`src/rtl/huffman_ac_decoder_if.sv`:
```
// Bit-stream input and decoded-symbol output of the JPEG AC Huffman decoder.
interface huffman_ac_decoder_if;
   logic        bit_in;
   logic        bit_valid;
   logic        bit_ready;
   logic        sym_valid;
   logic        sym_ready;
   logic [3:0]  run_out;
   logic [3:0]  size_out;
   logic [10:0] coeff_out;
   logic        eob_out;
   logic        block_done;

   modport master (
      output bit_in, bit_valid, sym_ready,
      input  bit_ready, sym_valid, run_out, size_out, coeff_out, eob_out, block_done
   );
   modport slave (
      input  bit_in, bit_valid, sym_ready,
      output bit_ready, sym_valid, run_out, size_out, coeff_out, eob_out, block_done
   );
endinterface

```
`src/rtl/huffman_ac_decoder.sv`:
```
// Bit-serial canonical Huffman decoder for JPEG AC coefficients with a host-loaded
// DHT-style table (BITS counts + HUFFVAL list).
module huffman_ac_decoder #(
   parameter int MAX_LEN  = 16,
   parameter int NUM_SYMS = 162
) (
   input  logic                 clk_in,
   input  logic                 rst_in,
   input  logic                 tbl_we,
   input  logic                 tbl_sel,
   input  logic [7:0]           tbl_addr,
   input  logic [7:0]           tbl_data,
   input  logic                 start,
   output logic                 err,
   huffman_ac_decoder_if.slave  stream
);
   typedef enum logic [2:0] {IDLE, CODE, AMP, OUT, ERR} state_t;

   typedef struct packed {
      logic [3:0]  run;
      logic [3:0]  size;
      logic [10:0] coeff;
      logic        eob;
   } sym_t;

   state_t      state_q, state_d;
   logic [16:0] code_q, code_d, first_q, first_d;
   logic [4:0]  len_q, len_d;
   logic [7:0]  index_q, index_d;
   logic [6:0]  k_q, k_d;
   logic [9:0]  amp_q, amp_d;
   logic [3:0]  acnt_q, acnt_d;
   sym_t        sym_q, sym_d;
   logic        done_q, done_d;

   logic [7:0]  bits_mem [16];
   logic [7:0]  huffval  [NUM_SYMS];

   logic        take, hit, idx_ok;
   logic [16:0] code_s, diff;
   logic [7:0]  cnt, sym;
   logic [8:0]  sym_idx;
   logic [9:0]  amp_s;
   logic [10:0] amp_x, top, mask, coeff_v;
   logic [7:0]  k_coef, k_zrl;

   // Canonical step: a code of the current length matches when it falls within
   // the cnt codes starting at 'first'.
   assign take    = stream.bit_valid && (state_q == CODE || state_q == AMP);
   assign code_s  = (code_q << 1) | {16'd0, stream.bit_in};
   assign cnt     = bits_mem[len_q[3:0]];
   assign diff    = code_s - first_q;
   assign hit     = diff < {9'd0, cnt};
   assign sym_idx = {1'b0, index_q} + diff[8:0];
   assign idx_ok  = {23'd0, sym_idx} < NUM_SYMS;
   assign sym     = idx_ok ? huffval[sym_idx[7:0]] : 8'h00;

   // Amplitude: a leading 0 marks a negative value stored as v + 2^S - 1.
   assign amp_s   = (amp_q << 1) | {9'd0, stream.bit_in};
   assign amp_x   = {1'b0, amp_s};
   assign top     = 11'd1 << (sym_q.size - 4'd1);
   assign mask    = (top << 1) - 11'd1;
   assign coeff_v = |(amp_x & top) ? amp_x : amp_x - mask;
   assign k_coef  = {1'b0, k_q} + {4'd0, sym_q.run} + 8'd1;
   assign k_zrl   = {1'b0, k_q} + 8'd16;

   assign stream.bit_ready  = (state_q == CODE) || (state_q == AMP);
   assign stream.sym_valid  = (state_q == OUT);
   assign stream.run_out    = sym_q.run;
   assign stream.size_out   = sym_q.size;
   assign stream.coeff_out  = sym_q.coeff;
   assign stream.eob_out    = sym_q.eob;
   assign stream.block_done = done_q;
   assign err               = (state_q == ERR);

   always_ff @(posedge clk_in or posedge rst_in) begin
      if (rst_in) begin
         bits_mem <= '{default: '0};
         huffval  <= '{default: '0};
      end else if (tbl_we && state_q == IDLE) begin
         if (!tbl_sel)
            bits_mem[tbl_addr[3:0]] <= tbl_data;
         else if ({24'd0, tbl_addr} < NUM_SYMS)
            huffval[tbl_addr] <= tbl_data;
      end
   end

   always_ff @(posedge clk_in or posedge rst_in) begin
      if (rst_in) begin
         state_q <= IDLE;
         code_q  <= '0;
         first_q <= '0;
         len_q   <= '0;
         index_q <= '0;
         k_q     <= '0;
         amp_q   <= '0;
         acnt_q  <= '0;
         sym_q   <= '0;
         done_q  <= 1'b0;
      end else begin
         state_q <= state_d;
         code_q  <= code_d;
         first_q <= first_d;
         len_q   <= len_d;
         index_q <= index_d;
         k_q     <= k_d;
         amp_q   <= amp_d;
         acnt_q  <= acnt_d;
         sym_q   <= sym_d;
         done_q  <= done_d;
      end
   end

   always_comb begin
      state_d = state_q;
      code_d  = code_q;
      first_d = first_q;
      len_d   = len_q;
      index_d = index_q;
      k_d     = k_q;
      amp_d   = amp_q;
      acnt_d  = acnt_q;
      sym_d   = sym_q;
      done_d  = 1'b0;
      case (state_q)
         IDLE, ERR: begin
            if (start) begin
               state_d = CODE;
               code_d  = '0;
               first_d = '0;
               len_d   = '0;
               index_d = '0;
               k_d     = '0;
            end
         end
         CODE: begin
            if (take) begin
               if (hit) begin
                  code_d     = '0;
                  first_d    = '0;
                  len_d      = '0;
                  index_d    = '0;
                  amp_d      = '0;
                  acnt_d     = '0;
                  sym_d.run  = sym[7:4];
                  sym_d.size = sym[3:0];
                  sym_d.coeff = '0;
                  sym_d.eob  = 1'b0;
                  if (!idx_ok)
                     state_d = ERR;
                  else if (sym[3:0] != 4'd0)
                     state_d = (sym[3:0] > 4'd10) ? ERR : AMP;
                  else if (sym[7:4] == 4'd0) begin
                     sym_d.eob = 1'b1;
                     state_d   = OUT;
                  end else if (sym[7:4] == 4'hF && k_zrl <= 8'd63) begin
                     k_d     = k_zrl[6:0];
                     state_d = OUT;
                  end else
                     state_d = ERR;
               end else if (len_q == 5'(MAX_LEN - 1)) begin
                  state_d = ERR;
               end else begin
                  code_d  = code_s;
                  index_d = index_q + cnt;
                  first_d = (first_q + {9'd0, cnt}) << 1;
                  len_d   = len_q + 5'd1;
               end
            end
         end
         AMP: begin
            if (take) begin
               amp_d  = amp_s;
               acnt_d = acnt_q + 4'd1;
               if (acnt_q + 4'd1 == sym_q.size) begin
                  sym_d.coeff = coeff_v;
                  if (k_coef > 8'd63)
                     state_d = ERR;
                  else begin
                     k_d     = k_coef[6:0];
                     state_d = OUT;
                  end
               end
            end
         end
         OUT: begin
            if (stream.sym_ready) begin
               if (sym_q.eob || k_q == 7'd63) begin
                  done_d  = 1'b1;
                  state_d = IDLE;
               end else
                  state_d = CODE;
            end
         end
         default: state_d = IDLE;
      endcase
   end
endmodule

```
`src/flat_wrapper.sv`:
```
// flat-port wrapper written by rule: the top's interface ports become plain ports
module huffman_ac_decoder_flat 
#(
   parameter int MAX_LEN  = 16,
   parameter int NUM_SYMS = 162
)
  (clk_in, rst_in, tbl_we, tbl_sel, tbl_addr, tbl_data, start, err, stream_bit_in, stream_bit_valid, stream_sym_ready, stream_bit_ready, stream_sym_valid, stream_run_out, stream_size_out, stream_coeff_out, stream_eob_out, stream_block_done);
  huffman_ac_decoder_if stream_i ();
  input  logic clk_in;
  input  logic rst_in;
  input  logic tbl_we;
  input  logic tbl_sel;
  input  logic [7:0] tbl_addr;
  input  logic [7:0] tbl_data;
  input  logic start;
  output logic err;
  input wire logic [$bits(stream_i.bit_in)-1:0] stream_bit_in;
  input wire logic [$bits(stream_i.bit_valid)-1:0] stream_bit_valid;
  input wire logic [$bits(stream_i.sym_ready)-1:0] stream_sym_ready;
  output wire logic [$bits(stream_i.bit_ready)-1:0] stream_bit_ready;
  output wire logic [$bits(stream_i.sym_valid)-1:0] stream_sym_valid;
  output wire logic [$bits(stream_i.run_out)-1:0] stream_run_out;
  output wire logic [$bits(stream_i.size_out)-1:0] stream_size_out;
  output wire logic [$bits(stream_i.coeff_out)-1:0] stream_coeff_out;
  output wire logic [$bits(stream_i.eob_out)-1:0] stream_eob_out;
  output wire logic [$bits(stream_i.block_done)-1:0] stream_block_done;
  assign stream_i.bit_in = stream_bit_in;
  assign stream_i.bit_valid = stream_bit_valid;
  assign stream_i.sym_ready = stream_sym_ready;
  assign stream_bit_ready = stream_i.bit_ready;
  assign stream_sym_valid = stream_i.sym_valid;
  assign stream_run_out = stream_i.run_out;
  assign stream_size_out = stream_i.size_out;
  assign stream_coeff_out = stream_i.coeff_out;
  assign stream_eob_out = stream_i.eob_out;
  assign stream_block_done = stream_i.block_done;
  huffman_ac_decoder #(.MAX_LEN(MAX_LEN), .NUM_SYMS(NUM_SYMS)) u_core (.clk_in(clk_in), .rst_in(rst_in), .tbl_we(tbl_we), .tbl_sel(tbl_sel), .tbl_addr(tbl_addr), .tbl_data(tbl_data), .start(start), .err(err), .stream(stream_i));
endmodule
```
`config.mk`:
```
export PLATFORM = sky130hd
export DESIGN_NAME = huffman_ac_decoder_flat
export DESIGN_NICKNAME = d
export VERILOG_FILES = /design/src/rtl/huffman_ac_decoder_if.sv /design/src/rtl/huffman_ac_decoder.sv /design/src/flat_wrapper.sv
export SDC_FILE = /design/constraint.sdc
export NUM_CORES = 2
export LEC_CHECK = 0
export BUFFER_PORTS_ARGS = -buffer_cell sky130_fd_sc_hd__buf_4
export CAP_MARGIN = 20
export CORE_UTILIZATION = 45
export DETAILED_ROUTE_END_ITERATION = 8
export PLACE_DENSITY_LB_ADDON = 0.12
export SLEW_MARGIN = 15
export SYNTH_ARGS = -nofsm -noshare
export SYNTH_HDL_FRONTEND = slang
export SYNTH_SLANG_ARGS = --single-unit
```
`constraint.sdc`:
```
create_clock -name clk_in -period 68.2 [get_ports clk_in]
set_input_delay 13.64 -clock clk_in [delete_from_list [all_inputs] [get_ports clk_in]]
set_output_delay 13.64 -clock clk_in [all_outputs]
set_load 0.01 [all_outputs]
```
======== Word level (Yosys, flattened, before mapping) ========
Cells that the tools add are included.
word-level totals
  register bits ........................... 1514
  input port bits ......................... 24
  output and inout bits ................... 24
  word-level logic and storage cells ...... 346
operators by class
  add/sub/neg operators ................... 12
  $lt $le $gt $ge ......................... 12
  eq/ne operators ......................... 21
  shifts and indexed selects .............. 1
  multiplexer cells ....................... 78
  bitwise logic cells ..................... 8
  reductions and logical operators ........ 23
operators by type and width
  cell                                                      count
  1296-bit bitwise mux                                      1
  128-bit bitwise mux                                       1
  8-bit 2-to-1 mux                                          11
  7-bit 2-to-1 mux                                          10
  17-bit 2-to-1 mux                                         4
  8-bit binary-select mux with 8-bit select                 1
  8-bit demux with 8-bit select                             1
  16-bit 2-to-1 mux                                         3
  3-bit 2-to-1 mux                                          13
  17-bit case mux with 2 select lines                       1
  11-bit 2-to-1 mux                                         3
  8-bit binary-select mux with 4-bit select                 1
  8-bit demux with 4-bit select                             1
  16-bit case mux with 2 select lines                       1
  9-bit 2-to-1 mux                                          3
  12-bit 2-to-1 mux                                         2
  11-bit case mux with 2 select lines                       1
  7-bit case mux with 3 select lines                        1
  5-bit 2-to-1 mux                                          4
  9-bit greater-or-equal comparator, second input constant  2
  8-bit NOT with 9-bit output                               2
  9-bit case mux with 2 select lines                        1
  17-bit by 8-bit < comparator with 1-bit output            1
  17-bit by 1-bit bitwise OR with 17-bit output             1
  56 further kinds                                          85

======== Logic depth before layout (Yosys ltp) ========
  depth after elaboration ................. 17
  depth in mapped cells ................... 22
  mapped depth without buffers ............ 21

======== Worst setup path after synthesis ========
No wires, ideal clock.
  path kind ............................... input-to-reg
  start ................................... input port stream_bit_in
  end ..................................... register u_core.state_q[0]
  library setup time ...................... 0.077 ns
  data arrival time ....................... 17.574 ns
  required time ........................... 68.123 ns
  setup slack ............................. 50.548 ns
  stages .................................. 15
  path buffers ............................ 3
  path through ............................ ha_1 > fa_1 > buf_2 > buf_2 > clkbuf_1 > mux4_2 > a2111oi_0 > a31oi_1 > a2111oi_0 > a221oi_1 > and3_1 > nor4_1 > a21oi_1 > or4b_1 > a21oi_1
on the way
  word-level cells in the longest chain between the ends .. 17
  elaborated cells on any way between the ends .. 23
  classes of those cells .................. 2 x add/sub; 2 x order compare; 2 x eq/ne; 11 x mux; 2 x bitwise; 4 x reduce/logical
ends and longest elaborated chain
  what                                                 line                       text
  from (decl)                                          flat_wrapper.sv:17         input wire logic [$bits(stream_i.bit_in)-1:0] stream_bit_in;
  17-bit by 1-bit bitwise OR with 17-bit output *      huffman_ac_decoder.sv:50   assign code_s = (code_q << 1) | {16'd0, stream.bit_in};
  17-bit subtractor *                                  huffman_ac_decoder.sv:52   assign diff = code_s - first_q;
  8-bit by 9-bit adder with 9-bit output               huffman_ac_decoder.sv:54   assign sym_idx = {1'b0, index_q} + diff[8:0];
  8-bit NOT with 9-bit output (not written as such)    huffman_ac_decoder.sv:56   assign sym = idx_ok ? huffval[sym_idx[7:0]] : 8'h00;
  8-bit binary-select mux with 8-bit select            huffman_ac_decoder.sv:56
  8-bit 2-to-1 mux (not written as such) (2 in a row)  huffman_ac_decoder.sv:56
  8-bit 2-to-1 mux                                     huffman_ac_decoder.sv:56
  4-bit == test                                        huffman_ac_decoder.sv:156  end else if (sym[7:4] == 4'hF && k_zrl <= 8'd63) begin
  1-bit logical AND                                    huffman_ac_decoder.sv:156
  3-bit 2-to-1 mux                                     huffman_ac_decoder.sv:156
  3-bit 2-to-1 mux                                     huffman_ac_decoder.sv:153  else if (sym[7:4] == 4'd0) begin
  3-bit 2-to-1 mux                                     huffman_ac_decoder.sv:151  else if (sym[3:0] != 4'd0)
  3-bit 2-to-1 mux                                     huffman_ac_decoder.sv:149  if (!idx_ok)
  3-bit 2-to-1 mux                                     huffman_ac_decoder.sv:138  if (hit) begin
  3-bit 2-to-1 mux                                     huffman_ac_decoder.sv:137  if (take) begin
  3-bit case mux with 4 select lines                   huffman_ac_decoder.sv:125  case (state_q)
  to (signal assigned)                                 huffman_ac_decoder.sv:101  state_q <= state_d;
  to (decl)                                            huffman_ac_decoder.sv:26   state_t state_q, state_d;
Every way passes the cells marked *; elsewhere a longest branch is shown, timed or not. The select of a mux whose other input is x is not followed.
A chain may end at the register's enable or synchronous reset.

======== Worst setup path in the final report ========
  start ................................... input port stream_bit_in
  end ..................................... register u_core.k_q[5]
on the way
  word-level cells in the longest chain between the ends .. 12
  elaborated cells on any way between the ends .. 20
  classes of those cells .................. 2 x add/sub; 2 x order compare; 6 x eq/ne; 4 x mux; 2 x bitwise; 4 x reduce/logical
ends and longest elaborated chain
  what                                                 line                       text
  17-bit by 1-bit bitwise OR with 17-bit output *      huffman_ac_decoder.sv:50
  17-bit subtractor *                                  huffman_ac_decoder.sv:52
  8-bit by 9-bit adder with 9-bit output               huffman_ac_decoder.sv:54
  8-bit NOT with 9-bit output (not written as such)    huffman_ac_decoder.sv:56
  8-bit binary-select mux with 8-bit select            huffman_ac_decoder.sv:56
  8-bit 2-to-1 mux (not written as such) (2 in a row)  huffman_ac_decoder.sv:56
  8-bit 2-to-1 mux                                     huffman_ac_decoder.sv:56
  4-bit == test                                        huffman_ac_decoder.sv:156
  1-bit logical AND                                    huffman_ac_decoder.sv:156
  2-bit != test (no line)                              n/a
  11-bit AND reduction (no line) *                     n/a
  to (signal assigned)                                 huffman_ac_decoder.sv:106  k_q <= k_d;
  to (decl)                                            huffman_ac_decoder.sv:30   logic [6:0] k_q, k_d;
Marks and branches as above.

==> flow_summary.yaml <==
status:
  status: "finished clean"
cells_and_area:
  layout_commonest_cell: "dfrtp_1"
  multiInputGateArea_sq_um: 32600
  final_cell_mix: "dfrtp_1 (1512), mux2_2 (1440), mux4_2 (358)"
  fin_nets: 5111
  nFillCells: 13400
  seq_area_sq_um: 37900
  drive_gt1_frac: 0.440
  area_growth_pct: 11.6
  finish.utilization: 0.507
routing:
  via_per_inst: 6.07
  dr.pass1.iters: 6
  wirelength_mm: 207
  drc: 0
  vias: 43800
  ant_nets: 0
  drt_iter0_markers: 3423
  wl_per_cell_um: 28.7
global_routing:
  grt_max_degree: 162
  grt_pass1_wl_mm: 315
  grt_pass1_vias: 45200
  track_usage: 0.261
  antenna_found_initial: 5
  overflow: 0
cts:
  cts_sinks: 1513
  clock_path_buffers: 3
  clkLatencyLatePin_ps: 810
  ctsResizeCount: 0
  h-tree-depth: 4
  post-cts-setup-buffers: 0
  clkSlewWorstSetupHoldPaths_ps: 60
  cts_tree: "yes"
  ctsHoldBuffers: 0
  root_buffer: "clkbuf_16"
  cts_buffers: 169
timing:
  slew_viol_final: 0
  clock_skew_ps: 25.3
  rsz0062_at_grt: "no"
  tightest_slew_ps: 1170
  setup_viol: 0
  slew_headroom: 0.214
  hold_viol: 0
  min_period_over_period: 0.284
  whs_ps: 473
  max_freq_ghz: 0.0515
  fin_crit_ps: 19400
  finalSetupTns_ps: 0
synthesis:
  syn_nets: 5111
  synth_area_per_cell_sq_um: 14.4
  yosysTopAreaCell: "dfrtp_1"
  synth_edf_count: 0
  synth_ff_type: "dfrtp_1"
  synth_xor_area_frac: 0.00570
  synth_area_sq_um: 71900
  ys_seq_area_frac: 0.526
  synth_area_leaders: "dfrtp_1 (53%), mux2_2 (23%), mux4_2 (11%)"
  synth-compound-area-share: 0.0379
  yosys_register_bits: 1513
  synth_simple_gate_area_frac: 0.0428
  synth-async-reset-ratio: 1.00
  ys.warnings.count: 0
  syn_inst: 5008
  netlist-cell-type-count: 77
  yosys-mux-area-fraction: 0.350
  synth_top_family_by_area: "multiplexers"
  synthDominantCellAreaShare: 0.526
  synthAdderAreaFrac: 0.0144
critical_path:
  critPathKind: "in2reg"
  critPathCaptureType: "register"
  critical_path_peak_fanout: 105
  r2r_setup_slack_ps: 61210
  max_stage_delay_ps: 1360
  startpoint_type: "input port"
  path_cells: "buf_4 -> ha_4 -> fa_4 -> buf_12 -> buf_4 -> mux4_2 -> nand2_1 -> nand2_1 -> o21ai_0 -> o22ai_1 -> nor4_1 -> nor4_1 -> or4b_1 -> nor4b_2 -> o21ai_0 -> a32o_1"
  cp.arrival_ps: 20100
  worstPathRequired_ps: 68900
  crit_slowest_cell: "fa_4"
floorplan:
  io_pins: 48
  dieHeight_um: 402
  initial_core_util: 0.454
  num_rows: 146
  core_sq_um: 159000
  die_x_um: 402
  die_area_sq_um: 161000
pwr:
  p_leak_nw: 38.1
  peakVddDrop_uv: 55.8
  power.total_mw: 3.04
  powerDensity_nw_per_um2: 37.8
place:
  numPortBuffers: 47
  place_hpwl_mm: 130
  place.gp.congestion: 0.874
hold_path:
  min_path_type: "reg2reg"
flow_run:
  drv_cap: 0
[layout make-up]
class	instances	share of cell area
Clock inverter	53	0.00782
Inverter	65	0.00313
Tap cell	2072	0.0323
Multi-Input combinational cell	3098	0.405
Antenna cell	3	0.0000935
Timing Repair Buffer	161	0.0174
Sequential cell	1513	0.471
Clock buffer	255	0.0625
[kinds of logic after synthesis]
kind of cell / after synthesis
multiplexers: 1886
flip-flops: 1513
AND/OR/NAND/NOR: 694
buffers and inverters: 397
AO/OA/AOI/OAI: 393
adder cells (fa/ha/maj): 79
XOR/XNOR: 46
[through the flow]
step           setup slack [ps]  instances  cell area, sq um
2_1_floorplan             11880       5008             71900
4_1_cts                   48800       7212             80200
5_1_grt                   48460       7217             80300
6_report                  48800       7220             80300
3_5_place_dp              47920       6904             74600
3_3_place_gp              48010       6892             74400
[routing by layer]
metal,GRT usage,share of wire
met5,0,0.00016
met4,0.0901,0.033
met3,0.0429,0.053
met2,0.391,0.45
met1,0.386,0.46
[worst paths after layout]
path,from,end,cells after the start
worst min register to register,u_core.stream.coeff_out[3],u_core.stream.coeff_out[3],2
worst min-delay path,u_core.stream.coeff_out[3],u_core.stream.coeff_out[3],2
worst max register to register,u_core.code_q[0],u_core.k_q[5],17
min in group asynchronous,rst_in,u_core.huffval[209],2
max in group asynchronous,rst_in,u_core.huffval[686],8
worst max-delay path,stream_bit_in,u_core.k_q[5],16
[registers in the layout, summed over array words and instances, names as in the netlist, 4 cells and up]
signal / count
u_core.index_q: 8
u_core.k_q: 7
u_core.bits_mem: 128
u_core.stream.size_out: 4
u_core.stream.run_out: 4
u_core.stream.coeff_out: 11
u_core.huffval: 1296
u_core.code_q: 16
u_core.len_q: 5
u_core.first_q: 16
u_core.amp_q: 9
u_core.acnt_q: 4
[critical path: cells and delay by family]
| kind | cells | cell delay, ps |
|---|---|---|
| and+or+nand+nor | 6 | 1870 |
| buffers and inverters | 3 | 1470 |
| muxes | 1 | 420 |
| adders and majority gates | 2 | 1550 |
| AOI/OAI and AO/OA | 4 | 1050 |
[Yosys cell counts (20+ instances only)]
library cell / n
dfrtp_1: 1513
mux2_2: 1440
mux4_2: 358
nand2_1: 312
clkbuf_1: 235
nor2_1: 183
mux2i_1: 88
o21ai_0: 80
a21oi_1: 76
ha_1: 73
inv_1: 65
buf_2: 56
a22o_1: 46
xnor2_1: 35
nand3_1: 32
nor2b_1: 29
nor3_1: 23
and2_1: 22
and3_1: 22
buf_4: 20
[power by group]
part           leakage, nW  switching [mW]  internal (mW)
registers             21.0          0.0309          0.939
logic                 14.3           0.778          0.365
clock network         2.79           0.382          0.544
(Power assumes the default switching activity.)
